==> config.mk <==
export PLATFORM = sky130hd
export DESIGN_NAME = smart_lighting_top
export DESIGN_NICKNAME = d
export VERILOG_FILES = /design/src/rtl/smart_lighting_pkg.sv /design/src/rtl/smart_lighting_top_button.sv /design/src/rtl/smart_lighting_top.sv
export SDC_FILE = /design/constraint.sdc
export NUM_CORES = 1
export LEC_CHECK = 0
export ABC_AREA = 1
export BUFFER_PORTS_ARGS = -buffer_cell sky130_fd_sc_hd__buf_2
export CAP_MARGIN = 20
export CORE_UTILIZATION = 45
export DETAILED_ROUTE_END_ITERATION = 7
export GPL_ROUTABILITY_DRIVEN = 0
export SETUP_SLACK_MARGIN = 0.5
export SYNTH_ARGS = -nofsm -noshare
export SYNTH_HDL_FRONTEND = slang
export SYNTH_SLANG_ARGS = --single-unit
==> constraint.sdc <==
create_clock -name clk -period 1.75 [get_ports clk]
set_input_delay 0.2625 -clock clk [delete_from_list [all_inputs] [get_ports clk]]
set_output_delay 0.2625 -clock clk [all_outputs]
set_load 0.02 [all_outputs]
==> src/rtl/smart_lighting_pkg.sv <==
// Shared types and default timing constants for the occupancy lamp controller.
package smart_lighting_pkg;

  typedef enum logic {
    MODE_AUTO   = 1'b0,
    MODE_MANUAL = 1'b1
  } mode_t;

  localparam int DEF_T_OFF_CYCLES      = 2000;
  localparam int DEF_DEBOUNCE_CYCLES   = 16;
  localparam int DEF_LONG_PRESS_CYCLES = 300;

  function automatic mode_t flip_mode(input mode_t m);
    return (m == MODE_AUTO) ? MODE_MANUAL : MODE_AUTO;
  endfunction

endpackage

==> src/rtl/smart_lighting_top_button.sv <==
// Button conditioning: 2-flop synchronizer, stability-count debouncer and a
// one-cycle pulse in the cycle after the debounced level falls.
module button_debouncer
  import smart_lighting_pkg::*;
#(
  parameter int DEBOUNCE_CYCLES = DEF_DEBOUNCE_CYCLES
) (
  input  logic clk,
  input  logic rst,
  input  logic i_raw,
  output logic o_level,
  output logic o_release
);

  localparam int              CW     = $clog2(DEBOUNCE_CYCLES + 1);
  localparam logic [CW-1:0]   C_LAST = CW'(DEBOUNCE_CYCLES - 1);

  logic          r_sync1;
  logic          r_sync2;
  logic          r_level;
  logic          r_release;
  logic [CW-1:0] r_cnt;

  always_ff @(posedge clk or negedge rst) begin
    if (!rst) begin
      r_sync1   <= 1'b0;
      r_sync2   <= 1'b0;
      r_level   <= 1'b0;
      r_release <= 1'b0;
      r_cnt     <= '0;
    end else begin
      r_sync1   <= i_raw;
      r_sync2   <= r_sync1;
      r_release <= 1'b0;
      // Any cycle where the synchronized input agrees with the level restarts the count.
      if (r_sync2 == r_level) begin
        r_cnt <= '0;
      end else if (r_cnt == C_LAST) begin
        r_cnt     <= '0;
        r_level   <= r_sync2;
        r_release <= r_level;
      end else begin
        r_cnt <= r_cnt + 1'b1;
      end
    end
  end

  assign o_level   = r_level;
  assign o_release = r_release;

endmodule

==> src/rtl/smart_lighting_top.sv <==
// Occupancy-driven lamp controller: PIR hold timer in automatic mode, long
// press toggles mode, short press toggles the lamp in manual mode.
module smart_lighting_top
  import smart_lighting_pkg::*;
#(
  parameter int T_OFF_CYCLES      = DEF_T_OFF_CYCLES,
  parameter int DEBOUNCE_CYCLES   = DEF_DEBOUNCE_CYCLES,
  parameter int LONG_PRESS_CYCLES = DEF_LONG_PRESS_CYCLES
) (
  input  logic clk,
  input  logic rst,
  input  logic push_button,
  input  logic infravermelho,
  output logic led,
  output logic saida
);

  localparam int            TW      = $clog2(T_OFF_CYCLES + 1);
  localparam int            PW      = $clog2(LONG_PRESS_CYCLES + 1);
  localparam logic [TW-1:0] C_T_OFF = TW'(T_OFF_CYCLES);
  localparam logic [PW-1:0] C_LONG  = PW'(LONG_PRESS_CYCLES);

  logic          r_ir_s1;
  logic          r_ir_s2;
  logic [TW-1:0] r_timer;
  logic [PW-1:0] r_press_cnt;
  logic          r_long_fired;
  mode_t         r_mode;
  logic          r_saida;

  logic          w_btn_level;
  logic          w_btn_release;
  logic          w_mode_toggle;
  logic          w_short_press;
  mode_t         w_mode_next;
  logic [TW-1:0] w_timer_next;
  logic          w_saida_next;

  button_debouncer #(
    .DEBOUNCE_CYCLES(DEBOUNCE_CYCLES)
  ) u_button (
    .clk      (clk),
    .rst      (rst),
    .i_raw    (push_button),
    .o_level  (w_btn_level),
    .o_release(w_btn_release)
  );

  always_ff @(posedge clk or negedge rst) begin
    if (!rst) begin
      r_ir_s1 <= 1'b0;
      r_ir_s2 <= 1'b0;
    end else begin
      r_ir_s1 <= infravermelho;
      r_ir_s2 <= r_ir_s1;
    end
  end

  // Saturating press length; the fired flag limits the mode toggle to once per press.
  always_ff @(posedge clk or negedge rst) begin
    if (!rst) begin
      r_press_cnt  <= '0;
      r_long_fired <= 1'b0;
    end else if (!w_btn_level) begin
      r_press_cnt  <= '0;
      r_long_fired <= 1'b0;
    end else begin
      if (r_press_cnt != C_LONG) begin
        r_press_cnt <= r_press_cnt + 1'b1;
      end
      if (w_mode_toggle) begin
        r_long_fired <= 1'b1;
      end
    end
  end

  assign w_mode_toggle = w_btn_level && (r_press_cnt == C_LONG) && !r_long_fired;
  // The count is still held in the release-pulse cycle; it clears on that edge.
  assign w_short_press = w_btn_release && (r_press_cnt < C_LONG);

  always_comb begin
    w_mode_next  = r_mode;
    w_timer_next = r_timer;
    w_saida_next = r_saida;
    if (w_mode_toggle) begin
      w_mode_next  = flip_mode(r_mode);
      w_timer_next = '0;
      w_saida_next = 1'b0;
    end else if (r_mode == MODE_AUTO) begin
      if (r_ir_s2) begin
        w_timer_next = C_T_OFF;
      end else if (r_timer != '0) begin
        w_timer_next = r_timer - 1'b1;
      end
      w_saida_next = (w_timer_next != '0);
    end else begin
      w_timer_next = '0;
      if (w_short_press) begin
        w_saida_next = ~r_saida;
      end
    end
  end

  always_ff @(posedge clk or negedge rst) begin
    if (!rst) begin
      r_mode  <= MODE_AUTO;
      r_timer <= '0;
      r_saida <= 1'b0;
    end else begin
      r_mode  <= w_mode_next;
      r_timer <= w_timer_next;
      r_saida <= w_saida_next;
    end
  end

  assign led   = (r_mode == MODE_MANUAL);
  assign saida = r_saida;

endmodule

; After elaboration in Yosys (flattened, before gate mapping)
; Cells that the tools add are included.
; W data, S select, Z words.
[word_totals]
register_bits = 34
inputBits = 4
out_inout_bits = 2
elab_cells = 50
[op_classes]
addsub = 3
magnitude_cmp = 1
eq_ne = 7
n_mux = 18
n_bitwise = 2
reduce_logical = 7
[op_table]
columns = op, n
row1 = $mux W11, 6
row2 = $reduce_bool A11 Y1, 2
row3 = $mux W9, 2
row4 = $sub A11 B1 Y11 const B, 1
row5 = $mux W5, 2
row6 = $add A9 B1 Y9 const B, 1
row7 = $eq A9 B9 Y1 const B, 1
row8 = $lt A9 B9 Y1 const B, 1
row9 = $ne A9 B9 Y1 const B, 1
row10 = $mux W1, 8
row11 = $add A5 B1 Y5 const B, 1
row12 = $eq A5 B4 Y1 const B, 1
row13 = $ne A2 B2 Y1 const B, 2
row14 = $logic_and A1 B1 Y1, 3
row15 = $ne A3 B1 Y1 const B, 1
row16 = $not A1 Y1, 2
row17 = $reduce_and A2 Y1, 1
row18 = $eq A1 B1 Y1, 1
row19 = $logic_not A1 Y1, 1

; Longest topological paths before layout
; Gate-level depths: netlist of run 1.
[depth]
word_depth = 8
depth_mapped = 14
mapped_depth_nobuf = 14

; Modules after synthesis
; A second synthesis of run 1 with hierarchy kept.
[hier_totals]
cells_unflattened = 223
area_unflattened_um2 = 1785.5
[modules_own_cells]
columns = mod, n_inst, cells_per_inst, area_per_inst_um2, seq_area_each_um2
row1 = smart_lighting_top, 1, 185, 1430.1, 625.6
row2 = button_debouncer, 1, 38, 355.3, 225.2

; Worst setup path after synthesis of run 1
; No wires, ideal clock.
[synth_path]
path_type = register to register
startpoint = register r_timer[0]
endpoint = register r_saida (netlist: saida)
arrival_time_ns = 1.459
t_required_ns = 1.634
path_slack_ns = 0.175
path_stages_with_launch = 14
n_path_buf = 0
synth_period_minus_slack_ns = 1.575
cell_sequence = dfrtp_1 > inv_1 > ha_1 > nand2_2 > nor2_8 > nand2_4 > nand2_2 > nand2_2 > nor2_2 > nand2_1 > nor2_2 > nand3_1 > nand2_1 > nand2_1
[synth_between]
elab_chain_cells = 8
[synth_rtl]
columns = element, line
row1 = from (decl), smart_lighting_top.sv:25  ; logic [TW-1:0] r_timer;
row2 = from (signal assigned), smart_lighting_top.sv:111  ; r_timer <= w_timer_next;
row3 = $sub A11 B1 Y11 / $reduce_bool A11 Y1 (equally long branches), "smart_lighting_top.sv:93, smart_lighting_top.sv:92"
row4 = $mux W11 *, smart_lighting_top.sv:92  ; end else if (r_timer != '0) begin
row5 = $mux W11 *, smart_lighting_top.sv:90  ; if (r_ir_s2) begin
row6 = $mux W11 *, smart_lighting_top.sv:89  ; end else if (r_mode == MODE_AUTO) begin
row7 = $mux W11 *, smart_lighting_top.sv:85  ; if (w_mode_toggle) begin
row8 = $reduce_bool A11 Y1 *, smart_lighting_top.sv:95  ; w_saida_next = (w_timer_next != '0);
row9 = $mux W1 *, smart_lighting_top.sv:89
row10 = $mux W1 *, smart_lighting_top.sv:85
row11 = to (signal assigned), smart_lighting_top.sv:112  ; r_saida <= w_saida_next;
row12 = to (decl), smart_lighting_top.sv:29  ; logic r_saida;
; Every way passes the cells marked *; elsewhere a longest branch is shown, timed or not. The select of a mux whose other input is x is not followed.
; A chain may end at the register's enable or synchronous reset.

; Worst setup path in the final report of run 1
[layout_path]
startpoint = register r_timer[4]
endpoint = register r_saida (netlist: saida)
; The elaborated chain is that of the path after synthesis.

==> impl_metrics.ini, run 1 <==
[run_status]
run_status = complete, no violations

[sta]
max_freq_mhz = 616
setup_violations = 0
hold_violations = 0
rsz0062_at_grt = yes
fin_skew_ns = 0.00281
fin_setup_tns_ns = 0
tightest_slew_ns = 0.760
min_period_ns = 1.62
finalCritPeriodShare = 0.928
slew_headroom = 0.493
slew_viol_final = 0

[route]
wl_per_cell_um = 13.5
drc = 0
firstDrtPassIters = 4
vias = 1513
ant_nets = 0
drt_iter0_drc = 63
drt-total-wl_um = 4010
routed_via_density = 5.11

[floorplan]
initial_core_util = 0.474
die_area_um2 = 4130
dieWidth_um = 64.3
die_height_um = 64.3
rows = 22
io_pins = 6
fp.coreArea_um2 = 3690

[synthesis]
synthSimpleGateAreaFrac = 0.292
synth_top_area_share = 0.487
ys_warn_count = 0
synthTopCellsByArea = dfrtp_1 (49%), nand2_1 (7.1%), inv_1 (6.4%)
synth_top_family_by_area = simple AND/OR/NAND/NOR gates
ys_types = 26
synth-compound-area-share = 0.0838
yosysSeqAreaShare = 0.487
synthXorXnorAreaFrac = 0.0351
synthMuxAreaShare = 0
synthesis.nets = 216
netlist_area_um2 = 1750
ys_seq_elements = 34
synth.largest_area_cell = dfrtp_1
syn_avg_cell_area_um2 = 8.40
synth_cells = 208
synth_fa_ha_area_frac = 0.0287

[finish]
mostFrequentLayoutCells = dfrtp_1 (33), nand2_1 (28), inv_1 (23), buf_4 (22), nand3_1 (19)
antenna_cells = 0
final_common_cell = dfrtp_1
nets = 255
area_growth_pct = 36.1
layout-drive-gt1-share = 0.371

[setup_path]
cp_data_arrival_time_ns = 1.81
cpMostUsedCell = nand3_1
slowest_stage = dfrtp_1
endpoint_kind = flip-flop
ff2ff_path_depth = 10
worstPathMaxFanout = 9
rrSetupSlack_ns = 0.13
worstSetupPathType = reg -> reg
critPathMaxStageDelay_ns = 0.42
crit_start = r_timer[4]$_DFF_PN0_
rr_startpoint = r_timer[4]$_DFF_PN0_
crit_chain = nor2_2 -> nand2_2 -> nor2_8 -> nand2_4 -> nand3_1 -> nand3_1 -> nor2_1 -> nand3_1 -> nand2_1 -> nand2_1
cp-start-kind = flip-flop
critical_path_required_ns = 1.93
reg2reg_to = saida$_DFFE_PN0P_

[cts]
clk_latency_ns = 0.29
ctsHoldBuffers = 0
tritoncts = done
cts_buffer_depth = 2
cts_sinks = 34
cts_inserted_buffers = 5
clkTransAtPathRegs_ns = 0.07
cts-htree-levels = 2
root_buffer = clkbuf_8

[power_and_ir_drop]
p_per_area_nw_per_um2 = 718
p_total_mw = 1.71
p_leak_nw = 1.10
peakVddDrop_v = 0.000538

[job]
cap_viol_max_count = 0

[global_route]
grtUsageMet3 = 0.0500
top_usage_layer = met2
grtUsageMet2 = 0.382
grt_max_degree = 35
grt_pass1_wl_um = 6620
gr-usage-met1 = 0.232
track_usage = 0.209
gr-total-overflow = 0
antenna_found_initial = 0
first_global_vias = 1563

[placement]
io_buffers = 5
hpwl_um = 2500

[min_path]
worstHoldPathType = in -> async
## layer usage
| layer | up-vias | part of all wire |
|---|---|---|
| met1 | 735 | 0.42 |
| met5 | - | 0 |
| met2 | 18 | 0.54 |
| met4 | 0 | 0.011 |
| met3 | 5 | 0.025 |
| li1 | 755 | - |
## layout make-up
class | instances | area (um^2)
Clock inverter | 2 | 12.5
Sequential cell | 34 | 852
Fill cell | 303 | 1310
Timing Repair Buffer | 35 | 305
Inverter | 30 | 113
Multi-Input combinational cell | 141 | 952
Clock buffer | 6 | 82.6
Tap cell | 48 | 60.1
## registers in the layout, indices dropped and copies added (netlist names)
name and cells:
u_button.r_cnt 5, u_button.r_sync2 1, r_ir_s1 1, r_timer 11
r_ir_s2 1, r_long_fired 1, u_button.r_sync1 1, u_button.o_level 1
led 1, u_button.o_release 1, saida 1, r_press_cnt 9
## critical path, delay by kind of cell (launching register included)
family           cells  cell delay (ns)
AND/OR/NAND/NOR     10             1.11
flip-flops           1             0.42
## per-stage QoR
stage / area (um^2) / cells / hold WS (ns) / utilization / worst slack (ns)
finish: 2380 / 296 / 0.0384 / 0.645 / 0.125
global route: 2380 / 296 / 0.0621 / 0.645 / -0.0196
CTS: 2270 / 292 / 0.0571 / 0.616 / 0.160
detailed placement: 1890 / 261 / 0.346 / 0.512 / 0.146
global placement: 1890 / 261 / 0.336 / 0.512 / 0.154
floorplan: 1780 / 208 / -0.0331 / - / 0.316
## cells in the mapped netlist, drive strengths merged
cell type / instances
a211oi: 2
a21boi: 1
a21oi: 12
a31oi: 3
and3: 1
buf: 1
clkbuf: 2
dfrtp: 34
ha: 4
inv: 30
nand2: 38
nand3: 21
nand3b: 2
nand4: 3
nor2: 26
nor3: 8
nor3b: 2
nor4: 2
o21ai: 9
xnor2: 1
xor2: 6
## where the power goes
part / internal (mW) / switching [mW] / leakage (nW)
registers: 0.817 / 0.0273 / 0.422
logic: 0.105 / 0.148 / 0.635
clock network: 0.316 / 0.294 / 0.0472
## cells by family (layout without fill, tap and decap cells)
kind of cell | Yosys count | in the layout
AO/OA/AOI/OAI | 27 | 27
buffers and inverters | 33 | 73
XOR/XNOR | 7 | 7
AND/OR/NAND/NOR | 103 | 103
adder cells (fa/ha/maj) | 4 | 4
flip-flops | 34 | 34
## worst max-delay path by stage
stage	endpoint	cells after the start	slack (ns)
final	saida$_DFFE_PN0P_	10	0.13
after global routing	saida$_DFFE_PN0P_	12	-0.02
after CTS	saida$_DFFE_PN0P_	13	0.16
after detailed placement	saida$_DFFE_PN0P_	13	0.15
after global placement	saida$_DFFE_PN0P_	13	0.15
after floorplan	saida$_DFFE_PN0P_	12	0.32
## timing repair
item,4_1_cts,5_1_grt
cloned,1,0
buffers inserted,22,4
endpoints found under the setup margin,21,26
resized for setup,28,18
pin swaps,16,17
(Power assumes the default switching activity.)
==> run 2: changes to the inputs <==
--- a/config.mk
+++ b/config.mk
@@ -8,9 +8,10 @@
 export ABC_AREA = 1
 export BUFFER_PORTS_ARGS = -buffer_cell sky130_fd_sc_hd__buf_2
 export CAP_MARGIN = 20
-export CORE_UTILIZATION = 45
+export CORE_UTILIZATION = 55
 export DETAILED_ROUTE_END_ITERATION = 7
 export GPL_ROUTABILITY_DRIVEN = 0
+export PLACE_DENSITY = 0.72
 export SETUP_SLACK_MARGIN = 0.5
 export SYNTH_ARGS = -nofsm -noshare
 export SYNTH_HDL_FRONTEND = slang
==> run 2 against run 1 <==
Compared with the run above: hold slack got worse by 0.018 ns; maximum frequency up 0.67%; clock skew grew 0.012 ns; critical endpoint unchanged; largest power group unchanged; highest routed layer unchanged.
==> impl_metrics.ini, run 2 (synthesis gave the netlist of run 1 again) <==
[sta]
fin_ws_ns = 0.136
finalCritPeriodShare = 0.922
hold_violations = 0
tightest_slew_ns = 0.755
rsz0062_at_grt = yes
setup_violations = 0
min_period_ns = 1.61
fin_skew_ns = 0.0143
slew_viol_final = 0
max_freq_mhz = 620
slew_headroom = 0.497
fin_setup_tns_ns = 0

[finish]
final_common_cell = dfrtp_1
fin_cells = 288
largest_register_ffs = 11
area_growth_pct = 30.8
mostFrequentLayoutCells = dfrtp_1 (31), nand2_1 (28), inv_1 (22), nand3_1 (19), nor2_1 (17)
top_regs = r_timer (11), r_press_cnt (9), u_button.r_cnt (5)
largest-register = r_timer
layout-drive-gt1-share = 0.365
antenna_cells = 0
nets = 251
stdcell_area_um2 = 2280

[setup_path]
critPathMaxStageDelay_ns = 0.40
slowest_stage = dfrtp_1
cp_data_arrival_time_ns = 1.86
crit_chain = inv_2 -> ha_4 -> nand2_4 -> nor2_8 -> nand2_4 -> nand2_4 -> nand2_2 -> nor2_2 -> nand2_1 -> nor2_2 -> nand3_1 -> nand2_1 -> nand2_1
cp-start-kind = flip-flop
crit_buf_inv = 1
rr_startpoint = r_timer[0]$_DFF_PN0_
worstPathMaxFanout = 6
critical_path_required_ns = 2.00
crit_family = simple AND/OR/NAND/NOR gates
worstSetupPathType = reg -> reg
endpoint_kind = flip-flop
crit_start = r_timer[0]$_DFF_PN0_

[floorplan]
rows = 20
io_pins = 6
dieWidth_um = 58.4
die_height_um = 58.4
initial_core_util = 0.577
fp.coreArea_um2 = 3030
die_area_um2 = 3410

[power_and_ir_drop]
p_sw_mw = 0.429
power.share.clock = 0.292
p_int_mw = 1.11
p_per_area_nw_per_um2 = 672
power_frac_seq = 0.549
combPwrFrac = 0.158
peakVddDrop_v = 0.000579
switching_share = 0.279
p_total_mw = 1.54
p_leak_nw = 1.05

[cts]
cts_inserted_buffers = 5
clkTransAtPathRegs_ns = 0.11
cts_buffer_depth = 2
cts_sinks = 34
root_buffer = clkbuf_4
clk_latency_ns = 0.35
tritoncts = done
cts-htree-levels = 2

[placement]
place_ws_ns = 0.141
hpwl_um = 2430
placedCellCount = 255
io_buffers = 5
dpl_cell_area_um2 = 1860

[route]
vias = 1542
drt_iter0_drc = 85
drc = 0
drt-total-wl_um = 4090
ant_nets = 0
wl_per_cell_um = 14.2
firstDrtPassIters = 5
routed_via_density = 5.35

[job]
cap_viol_max_count = 0

[min_path]
worstHoldPathType = in -> reg
holdCritStartpoint = push_button

[run_status]
run_status = complete, no violations

[global_route]
antenna_found_initial = 0
grt_max_degree = 35
grt_pass1_wl_um = 6610
gr-total-overflow = 0
first_global_vias = 1529
track_usage = 0.265
==> run 2: metal layers <==
metal	up-vias	track usage	wire length, um
li1	756	-	-
met1	753	0.298	1650
met2	23	0.466	2210
met3	10	0.0615	114
met4	0	0.146	111
met5	-	0	0
==> run 2: repair_timing <==
item                                   in CTS  in global routing
hold buffers                                1                  0
pin swaps                                   9                 18
cloned                                      1                  1
resized for setup                          23                 30
endpoints found under the hold margin      34                  0
setup endpoints to repair                  22                 28
setup buffers                              15                  7
==> run 2: worst paths after layout <==
kind                       cells past startpoint  slack [ns]                    endpoint
max in group asynchronous                      2        0.71  r_press_cnt[5]$_DFFE_PN0P_
min                                            1        0.02  u_button.r_sync1$_DFF_PN0_
min in group asynchronous                      2        0.50       r_timer[10]$_DFF_PN0_
max                                           13        0.14           saida$_DFFE_PN0P_
max reg2reg                                   13        0.14           saida$_DFFE_PN0P_
min reg2reg                                    0        0.35           r_ir_s2$_DFF_PN0_
==> run 2: cell type report <==
type                    count  area, um^2
repair buffers             30         249
flip-flops and latches     34         855
clock buffers               7        55.1
multi-input cells         142         953
fillers                   203         743
clock inverters             1        5.00
well taps                  44        55.1
inverters                  30         113
==> run 2: through the flow <==
step / hold slack, ns / utilization
6_report: 0.0207 / 0.755
5_1_grt: 0.000328 / 0.755
4_1_cts: 0.00353 / 0.703
3_5_place_dp: 0.346 / 0.613
3_3_place_gp: 0.335 / 0.613
2_1_floorplan: -0.0331 / -
==> run 2: power groups by stage <==
stage | logic, mW | clock network [mW] | registers [mW]
after floorplan | 0.140 | 0 | 0.854
after global placement | 0.185 | 0 | 0.859
after detailed placement | 0.190 | 0 | 0.859
after CTS | 0.213 | 0.469 | 0.842
after global routing | 0.270 | 0.504 | 0.848
final | 0.243 | 0.449 | 0.844
==> run 3: changes to the inputs <==
--- a/config.mk
+++ b/config.mk
@@ -12,7 +12,6 @@
 export DETAILED_ROUTE_END_ITERATION = 7
 export GPL_ROUTABILITY_DRIVEN = 0
 export PLACE_DENSITY = 0.72
-export SETUP_SLACK_MARGIN = 0.5
 export SYNTH_ARGS = -nofsm -noshare
 export SYNTH_HDL_FRONTEND = slang
 export SYNTH_SLANG_ARGS = --single-unit
==> run 3 against run 2 <==
Compared with the run above: hold slack got worse by 0.0032 ns; clock skew increased by 0.0025 ns; clock power increased by 66%; sequential share of layout area increased by 4.9 points; global-route usage decreased by 4.4 points; worst setup slack got worse by 0.00092 ns; final cell count decreased by 6.9%; sequential cell count unchanged; sequential power about the same; non-clock buffer count decreased by 19; largest cell class is now registers.
==> impl_metrics.ini, run 3 (synthesis gave the netlist of run 1 again) <==
[route]
routed_via_density = 5.25
vias = 1408
firstDrtPassIters = 4
drc = 0
drt_iter0_drc = 116
wl_per_cell_um = 12.0
drt-total-wl_um = 3220
ant_nets = 0

[sta]
slew_headroom = 0.508
slew_viol_final = 0
min_period_ns = 1.61
rsz0062_at_grt = yes
fin_setup_tns_ns = 0
fin_skew_ns = 0.0168
fin_ws_ns = 0.135
setup_violations = 0
hold_violations = 0
finalCritPeriodShare = 0.923
max_freq_mhz = 619
tightest_slew_ns = 0.738

[finish]
final_common_cell = dfrtp_1
antenna_cells = 0
largest-register = r_timer
nets = 231
mostFrequentLayoutCells = dfrtp_1 (34), nand2_1 (31), inv_1 (27), nand3_1 (21), nor2_1 (20)
largest_register_ffs = 11
fin_cells = 268
area_growth_pct = 15.1
layout-drive-gt1-share = 0.165
final_util = 0.664
top_regs = r_timer (11), r_press_cnt (9), u_button.r_cnt (5)

[power_and_ir_drop]
peakVddDrop_v = 0.000958
p_total_mw = 1.79
p_per_area_nw_per_um2 = 890
p_leak_nw = 0.959

[setup_path]
worstSetupPathType = reg -> reg
cp-start-kind = flip-flop
cp_data_arrival_time_ns = 1.87
worstPathMaxFanout = 9
crit_start = r_timer[4]$_DFF_PN0_
crit_chain = nor2_2 -> nand2_2 -> nor2_8 -> nand2_4 -> nand2_2 -> nand2_2 -> nor2_2 -> nand2_1 -> nor2_2 -> nand3_1 -> nand2_1 -> nand2_1
endpoint_kind = flip-flop
slowest_stage = dfrtp_1
rr_startpoint = r_timer[4]$_DFF_PN0_
critical_path_required_ns = 2.00
critPathMaxStageDelay_ns = 0.43

[min_path]
worstHoldPathType = in -> reg
holdCritStartpoint = infravermelho

[placement]
placedCellCount = 256
hpwl_um = 2310
io_buffers = 5
place_ws_ns = -0.0351

[job]
cap_viol_max_count = 0

[global_route]
first_global_vias = 1347
antenna_found_initial = 0
track_usage = 0.221
grt_pass1_wl_um = 5630
grt_max_degree = 35
gr-total-overflow = 0

[cts]
clkTransAtPathRegs_ns = 0.12
cts_buffer_depth = 2
tritoncts = done
cts_sinks = 34
cts-htree-levels = 2
cts_inserted_buffers = 5
root_buffer = clkbuf_4
clk_latency_ns = 0.34

[floorplan]
initial_core_util = 0.577
dieWidth_um = 58.4
die_height_um = 58.4
fp.coreArea_um2 = 3030
die_area_um2 = 3410
io_pins = 6
rows = 20

[run_status]
run_status = complete, no violations
## run 3: cell count changes in the layout (fill, tap and decap cells not counted), sizes merged
cell,delta
nand2,-1
bufinv,+2
buf,-19
clkbuf,-1
clkinv,-1
## run 3: worst paths after layout
path                                                   end  slack (ns)  cells after the start
worst max-delay path                     saida$_DFFE_PN0P_        0.14                     12
worst min-delay path                     r_ir_s1$_DFF_PN0_        0.02                      1
worst max register to register           saida$_DFFE_PN0P_        0.14                     12
worst min register to register           r_ir_s2$_DFF_PN0_        0.37                      0
max in group asynchronous       r_press_cnt[5]$_DFFE_PN0P_        0.76                      2
min in group asynchronous             r_timer[6]$_DFF_PN0_        0.50                      2
## run 3: through the flow
step / instance area [um^2] / hold WS (ns)
after floorplan: 1750 / -0.0331
after global placement: 1840 / 0.333
after detailed placement: 1840 / 0.344
after CTS: 1960 / 0.000254
after global routing: 2010 / 0.000210
final: 2010 / 0.0175
## run 3: per-layer routing
metal | wire length, um | share of wire | up-vias | track usage
li1 | - | - | 710 | -
met1 | 1370 | 0.42 | 673 | 0.258
met2 | 1700 | 0.53 | 20 | 0.384
met3 | 111 | 0.035 | 5 | 0.0659
met4 | 40 | 0.012 | 0 | 0.0850
met5 | 0 | 0 | - | 0
## run 3: timing repair
| action | CTS | global route |
|---|---|---|
| hold buffers | 1 | 0 |
| buffers inserted | 0 | 3 |
| setup endpoints to repair | 1 | 12 |
| hold endpoints to repair | 27 | 0 |
| pin swaps | 0 | 3 |
| gates resized for setup | 2 | 9 |
## run 3: cell type report
cell class              instances  area, um^2
clock inverters                 2        60.1
well taps                      44        55.1
fillers                       252        1020
multi-input cells             141         796
repair buffers                 11        85.1
flip-flops and latches         34         851
clock buffers                   6        51.3
inverters                      30         113
## run 3: where the power goes
part | internal [mW] | leakage, nW | switching (mW) | total (mW)
sequential | 0.816 | 0.424 | 0.0285 | 0.845
combinational | 0.0710 | 0.477 | 0.127 | 0.198
clock | 0.484 | 0.0585 | 0.263 | 0.747
total | 1.37 | 0.959 | 0.419 | 1.79
## run 3: worst max-delay path: cells and delay by family, from the launching register on
family | cells | cell delay [ns]
and+or+nand+nor | 12 | 1.09
DFF | 1 | 0.43
